`src/rtl/pulse_gen.sv`:
```
// pulse_gen: programmable periodic strobe generator.
// Emits a single-cycle registered pulse on `out` once every `ticks` enabled
// clock cycles. ticks == 0 or ena == 0 parks the generator with the counter
// cleared, so re-enabling always starts a fresh, full-length period.
module pulse_gen #(
  parameter int N = 8
) (
  input  logic         clk,
  input  logic         rst,
  input  logic         ena,
  input  logic [N-1:0] ticks,
  output logic         out
);

  logic [N-1:0] cnt_q;
  logic [N-1:0] cnt_d;
  logic         out_q;
  logic         out_d;
  logic         run;
  logic         wrap;

  // True once the current period has used up its last cycle. A >= compare
  // (not ==) makes a mid-count shrink of ticks wrap on the very next edge
  // instead of running the counter all the way round.
  function automatic logic period_done(input logic [N-1:0] cnt,
                                       input logic [N-1:0] per);
    return cnt >= (per - N'(1));
  endfunction

  // Next-state: count while running, wrap with a strobe at end of period.
  always_comb begin
    cnt_d = '0;
    out_d = 1'b0;
    run   = ena && (ticks != '0);
    wrap  = period_done(cnt_q, ticks);
    if (run) begin
      if (wrap) begin
        out_d = 1'b1;
        cnt_d = '0;
      end else begin
        cnt_d = cnt_q + N'(1);
      end
    end
  end

  // State registers; synchronous active-low reset wins over ena and ticks.
  always_ff @(posedge clk) begin
    if (!rst) begin
      cnt_q <= '0;
      out_q <= 1'b0;
    end else begin
      cnt_q <= cnt_d;
      out_q <= out_d;
    end
  end

  assign out = out_q;

endmodule

```
`config.mk`:
```
export PLATFORM = sky130hd
export DESIGN_NAME = pulse_gen
export DESIGN_NICKNAME = d
export VERILOG_FILES = /design/src/rtl/pulse_gen.sv
export SDC_FILE = /design/constraint.sdc
export NUM_CORES = 1
export LEC_CHECK = 0
export CORE_MARGIN = 2
export CORE_UTILIZATION = 50
export CTS_CLUSTER_SIZE = 40
export DETAILED_ROUTE_END_ITERATION = 16
export GPL_TIMING_DRIVEN = 0
export PLACE_DENSITY = 0.8
export SYNTH_ARGS = -nofsm -noshare
export SYNTH_HDL_FRONTEND = slang
export SYNTH_SLANG_ARGS = --single-unit
```
`constraint.sdc`:
```
create_clock -name clk -period 2.6 [get_ports clk]
set_input_delay 0.39 -clock clk [delete_from_list [all_inputs] [get_ports clk]]
set_output_delay 0.39 -clock clk [all_outputs]
set_load 0.02 [all_outputs]
```
== Word-level counts from Yosys, hierarchy flattened ==
Cells that the tools add are included.
Word-level totals
  register bits: 9
  input bits: 11
  output and inout bits: 1
  logic and storage cells: 12
Operators by class
  add/sub/neg operators: 2
  order comparisons: 1
  mux-type cells: 1
  bitwise gates (word level): 2
  reduce and logical (&&, ||, !) cells: 4
Operators with widths (number)
  $add 8x1->8 const B: 1
  $ge 8x8->1: 1
  $reduce_bool 8->1: 1
  $sub 8x1->8 const B: 1
  $reduce_or 3->1: 1
  $not 1->1: 2
  $reduce_and 2->1: 1
  $logic_and 1x1->1: 1
  $mux 1: 1

== Logic depth before layout (Yosys ltp) ==
Gate-level depths: netlist of run 1.
  word-level depth: 4
  mapped depth: 9
  gate-level depth less buffers: 9

== Worst setup path after synthesis of run 1 ==
Ideal clock, no wire load.
  kind: input to register
  from: in ticks[5]
  to: reg out_q, in the netlist out
  library setup time: 0.069 ns
  data arrival time: 1.996 ns
  required time: 2.531 ns
  setup slack: 0.535 ns
  stages: 7
  buffers on the path: 0
  path through: nor4_2 -> nand2_1 -> xor2_1 -> ha_1 -> nand2_1 -> o41ai_4 -> nor2b_1
On the way
  cells in the longest elaborated chain, start to end: 3
  elaborated cells between the ends (all ways): 6
  classes of those cells: 1 x add/sub; 1 x order compare; 1 x mux; 3 x reduce/logical
Ends and longest elaborated chain
  from (decl): RTL line 11  | input logic [N-1:0] ticks,
  $sub 8x1->8 / $reduce_bool 8->1 (equally long branches): RTL line 27, 34
  $ge 8x8->1 / $logic_and 1x1->1 (equally long branches): RTL line 27, 34
  $mux 1 / $reduce_and 2->1 (equally long branches)
  to (signal assigned): RTL line 53  | out_q <= out_d;
  to (decl): RTL line 17  | logic out_q;
Parallel ways exist; a longest one is shown, timed or not.
A chain may end at the register's enable or synchronous reset.

== Final worst setup path of run 1 ==
Ends and elaborated chain as after synthesis.

==> results.yml, run 1 <==
cells_and_area:
  utilization: 0.656
  layout.nets: 112
  syn_to_final_growth_pct: 23.9
  fin_cells: 104
  drive_gt1_frac: 0.0899
  fin_area_um2: 843
  n_antenna_cell: 0
  fillers: 115
synth:
  yosys-top-cells-area: "dfxtp_1 (26%), ha_1 (20%), xnor2_1 (9.0%), nor3_1 (8.1%), xor2_1 (6.4%)"
  syn_avg_cell_area_um2: 9.32
  netlist_area_um2: 681
  synth_fp_nets: 95
  synth_top_cell_by_area: "dfxtp_1"
  yosysWarnings: 0
  yosysSeqAreaShare: 0.265
  synth_cells: 73
  synth_top_area_share: 0.265
  yosysUniqueCellTypes: 18
  ys_seq_elements: 9
placed_design:
  dp_slack_ns: -0.151
  io_buffers: 11
  postPlaceCellArea_um2: 810
  place_congestion: 0.687
  dp_hpwl_um: 942
  place_inst: 99
global_routing:
  grt.overflow.total: 0
  grt_usage: 0.170
  grt_max_degree: 10
  grt_pass1_vias: 487
  grt_pass1_wl_mm: 1.81
  grt_antenna_before_repair: 0
detailed_routing:
  met1Wirelength_um: 545
  post_drt_wl_per_cell_um: 11.4
  viasPerCell: 5.23
  vias: 544
  routed_wirelength_mm: 1.18
  drt_iter0_markers: 0
  drt_pre_antenna_iters: 1
  dr_wl_met3_um: 49
  ant_nets: 0
  top_layer_used: "met4"
  post-route-drc-count: 0
  wl_met2_um: 547
sta:
  hold_viol_final: 0
  period_share: 0.917
  holdWs_ns: 0.482
  setup_ws_ns: 0.216
  max_slew_margin: 0.769
  finalSetupTns_ns: 0
  max_freq_mhz: 419
  fin_skew_ns: 0.00228
  rsz0062_at_grt: "no"
  finalSetupViolCount: 0
  slew_viol_final: 0
  post-route-min-period_ns: 2.38
  tightest_slew_ns: 0.345
critical_path:
  crit_path_start_kind: "input port"
  crit_start: "ticks[5]"
  worstRegToRegCells: 7
  r2r_end: "cnt_q[3]"
  r2r_start: "cnt_q[0]"
  required_ns: 2.80
  crit_path_end_kind: "register"
  path_max_fanout: 8
  arrival_ns: 2.58
  crit_type: "in -> reg"
  r2r_slack_ns: 0.82
power_and_ir_drop:
  finalPower_mw: 0.314
  vdd_ir_drop_max_mv: 0.288
  power.leakage_nw: 0.347
  power_density_nw_per_um2: 373
die:
  rows: 13
  die_w_um: 40.9
  die_area_um2: 1670
  design.core.area_um2: 1280
  start_util: 0.530
  io-pin-count: 12
  die_h_um: 40.9
clock_network:
  holdBufCountCts: 0
  cts-root-buf: "clkbuf_4"
  clk_pin_slew_ns: 0.06
  numCtsBuffers: 3
  cts_tree: "built"
  insertion_delay_ns: 0.26
  htreeDepth: 1
  cts.sinks: 9
  cts_buffer_depth: 2
flow_run:
  maxCapViolCount: 0
hold_path:
  hp-start: "cnt_q[0]"
  hold_class: "reg -> reg"
  hold_end: "cnt_q[0]"
  whs_path_depth: 1
outcome:
  outcome: "finished, final reports clean"
## synth_stat cells (all sizes together)
| cell type | number |
|---|---|
| nor2b | 1 |
| nor3b | 1 |
| nor4 | 1 |
| nor2 | 4 |
| nand2 | 7 |
| dfxtp | 9 |
| nand2b | 1 |
| inv | 4 |
| nor3 | 11 |
| xnor2 | 7 |
| a21oi | 2 |
| and3 | 1 |
| ha | 11 |
| o41ai | 1 |
| xor2 | 5 |
| a2111oi | 1 |
| nand3 | 4 |
| o21a | 2 |
## layout by cell type (no fill, tap or decap)
cell type        Yosys  final
nor3_1              11     11
ha_1                11     11
clkdlybuf4s50_1      0     11
dfxtp_1              9      9
nand2_1              7      7
xnor2_1              7      7
xor2_1               5      5
inv_1                4      4
nor2_1               4      4
nand3_1              4      4
clkbuf_4             0      3
o21a_1               2      2
a21oi_1              2      2
nor4_2               1      1
nor3b_1              1      1
nand2b_4             1      1
a2111oi_4            1      1
o41ai_4              1      1
nor2b_1              1      1
and3_1               1      1
clkbuf_1             0      1
buf_4                0      1
## routing by layer
layer	GRT usage	vias to the layer above
met5	0	-
met4	0.125	0
met3	0.0326	5
met2	0.289	12
met1	0.185	242
li1	-	285
## report_power, final
part	internal (mW)	total, mW	switching (mW)
logic	0.0358	0.0654	0.0296
clock network	0.0591	0.108	0.0488
registers	0.140	0.141	0.00148
total	0.234	0.314	0.0799
## logic make-up (layout without fill, tap and decap cells)
kind of cell    count (synthesis)  in the layout  synth area share
buf+inv                         4             20            0.0221
flops                           9              9             0.265
compound gates                  6              6             0.118
xor+xnor                       12             12             0.154
fa+ha+maj                      11             11             0.202
simple gates                   31             31             0.239
## state kept, by name, summed over array words and instances, names as in the netlist
register,flops
cnt_q,8
out,1
## cell type report
class	instances	area (um2)	area share
clock buffer	4	26.3	0.0312
inverter	4	15.0	0.0178
multi-input combinational	60	485	0.576
sequential	9	180	0.214
tap	15	18.8	0.0223
timing repair buffer	12	118	0.139
## worst max-delay path by stage
stage	to	slack [ns]
floorplan	out	0.54
global placement	out	-0.13
detailed placement	cnt_q[3]	-0.15
CTS	out	0.11
global route	cnt_q[3]	0.06
finish	out	0.22
## worst max-delay path, cell delays in order
cell	delay, ns
clkdlybuf4s50_1	0.45
nor4_2	0.37
nand2_1	0.11
xor2_1	0.17
ha_1	0.30
nand2_1	0.10
o41ai_4	0.37
buf_4	0.21
nor2b_1	0.13
## what timing repair did
action | in CTS | in global routing
hold endpoints to repair | 0 | 0
setup buffers | 0 | 1
endpoints found under the setup margin | 0 | 7
gates resized for setup | 0 | 0
Note: power is estimated with default switching activity, not from simulation.
==> run 2, diff against run 1 <==
--- a/config.mk
+++ b/config.mk
@@ -7,9 +7,9 @@
 export LEC_CHECK = 0
 export CORE_MARGIN = 2
 export CORE_UTILIZATION = 50
-export CTS_CLUSTER_SIZE = 40
+export CTS_CLUSTER_SIZE = 16
 export DETAILED_ROUTE_END_ITERATION = 16
-export GPL_TIMING_DRIVEN = 0
+export GPL_TIMING_DRIVEN = 1
 export PLACE_DENSITY = 0.8
 export SYNTH_ARGS = -nofsm -noshare
 export SYNTH_HDL_FRONTEND = slang
==> run 2 against run 1 <==
- clock power about the same
- die area is the same
- non-clock buffer count is 5 higher
- hold slack improved by 0.019 ns
- sequential share of layout area shrank 0.91 points
- clock skew grew 0.0046 ns
- cell area rose by 4.5%
- cell count is 4.8% higher
- sequential power about the same
- utilization up 2.9 points
- largest cell class unchanged
- setup slack worse by 0.0085 ns
- clock-buffer cell count did not move
- critical endpoint is now cnt_q[3]
==> results.yml, run 2 (same netlist as run 1, synthesis figures left out) <==
cells_and_area:
  final_cell_mix: "nor3_1 (11), ha_1 (11), clkdlybuf4s50_1 (11)"
  largest_register: "cnt_q"
  layout.nets: 117
  syn_to_final_growth_pct: 29.4
  fin_cells: 109
  drive_gt1_frac: 0.138
  fin_area_um2: 881
  fillers: 103
  n_antenna_cell: 0
  largest_reg_flops: 8
  utilization: 0.685
critical_path:
  crit_type: "in -> reg"
  path_max_fanout: 8
  crit_path_frequent_cell: "nor3_1"
  cp_slowest_cell: "clkdlybuf4s50_1"
  cp_num_buf_inv: 2
  crit_path_start_kind: "input port"
  crit_chain: "clkdlybuf4s50_1 > nor3_1 > nor3b_1 > xnor2_1 > ha_1 > a21oi_1 > o21a_1 > o41ai_4 > buf_4 > nor3_1"
  critPathMaxStageDelay_ns: 0.46
  critical_path.top_delay_family: "simple AND/OR/NAND/NOR gates"
  arrival_ns: 2.57
  crit_path_end_kind: "register"
  required_ns: 2.78
global_routing:
  grt_max_degree: 10
  grt_antenna_before_repair: 0
  grt_pass1_vias: 547
  grt_pass1_wl_mm: 2.10
  grt_usage: 0.202
  grt.overflow.total: 0
sta:
  max_slew_margin: 0.760
  holdWs_ns: 0.501
  fin_skew_ns: 0.00691
  tightest_slew_ns: 0.358
  rsz0062_at_grt: "no"
  slew_viol_final: 0
  finalSetupTns_ns: 0
  finalSetupViolCount: 0
  max_freq_mhz: 418
  period_share: 0.920
  post-route-min-period_ns: 2.39
  setup_ws_ns: 0.207
  hold_viol_final: 0
die:
  start_util: 0.530
  die_area_um2: 1670
  die_w_um: 40.9
  die_h_um: 40.9
  design.core.area_um2: 1280
  io-pin-count: 12
  rows: 13
placed_design:
  io_buffers: 11
  dp_hpwl_mm: 1.10
  place_congestion: 0.697
  postPlaceCellArea_um2: 855
  place_inst: 105
  dp_slack_ns: -0.0903
clock_network:
  numCtsBuffers: 3
  cts-resized-gates: 0
  clk_pin_slew_ns: 0.06
  cts.sinks: 9
  cts_buffer_depth: 2
  post_cts_buffers: 0
  insertion_delay_ns: 0.26
  htreeDepth: 1
  cts-root-buf: "clkbuf_4"
  cts_tree: "built"
  holdBufCountCts: 0
outcome:
  outcome: "finished, final reports clean"
detailed_routing:
  routed_wirelength_mm: 1.42
  post-route-drc-count: 0
  drt_pre_antenna_iters: 4
  vias: 573
  ant_nets: 0
  post_drt_wl_per_cell_um: 13.0
  drt_iter0_markers: 8
  viasPerCell: 5.26
power_and_ir_drop:
  vdd_ir_drop_max_mv: 0.256
  power_density_nw_per_um2: 363
  finalPower_mw: 0.320
  power.leakage_nw: 0.371
flow_run:
  maxCapViolCount: 0
hold_path:
  hold_class: "reg -> reg"
## run 2: routing by layer
metal / global-route usage / vias up / wire [um]
li1: - / 298 / -
met1: 0.209 / 260 / 620
met2: 0.359 / 11 / 721
met3: 0.0326 / 4 / 39
met4: 0.150 / 0 / 36
met5: 0 / - / 0
## run 2: report_power, final
group          switching, mW  internal, mW
logic                 0.0310        0.0404
registers            0.00171         0.140
clock network         0.0481        0.0591
total                 0.0809         0.239
## run 2: worst reg2reg max path, delay by kind of cell (launching register included)
family	cells	cell delay [ns]
buf+inv	2	0.23
simple gates	2	0.33
fa+ha+maj	1	0.27
compound gates	2	0.52
flops	1	0.38
## run 2: final cells by class
cell class              count  area, um2  area share
clock buffers               4       26.3      0.0298
inverters                   4       15.0      0.0170
multi-input cells          60        485       0.551
flip-flops and latches      9        180       0.205
well taps                  15       18.8      0.0213
repair buffers             17        155       0.176
## run 2: path summary, 6_finish.rpt
check                              start  endpoint  slack, ns  cells past startpoint
worst max-delay path            ticks[1]  cnt_q[3]       0.21                     10
worst min-delay path            cnt_q[0]  cnt_q[0]       0.50                      1
worst max register to register  cnt_q[0]  cnt_q[3]       0.79                      7
worst min register to register  cnt_q[0]  cnt_q[0]       0.50                      1
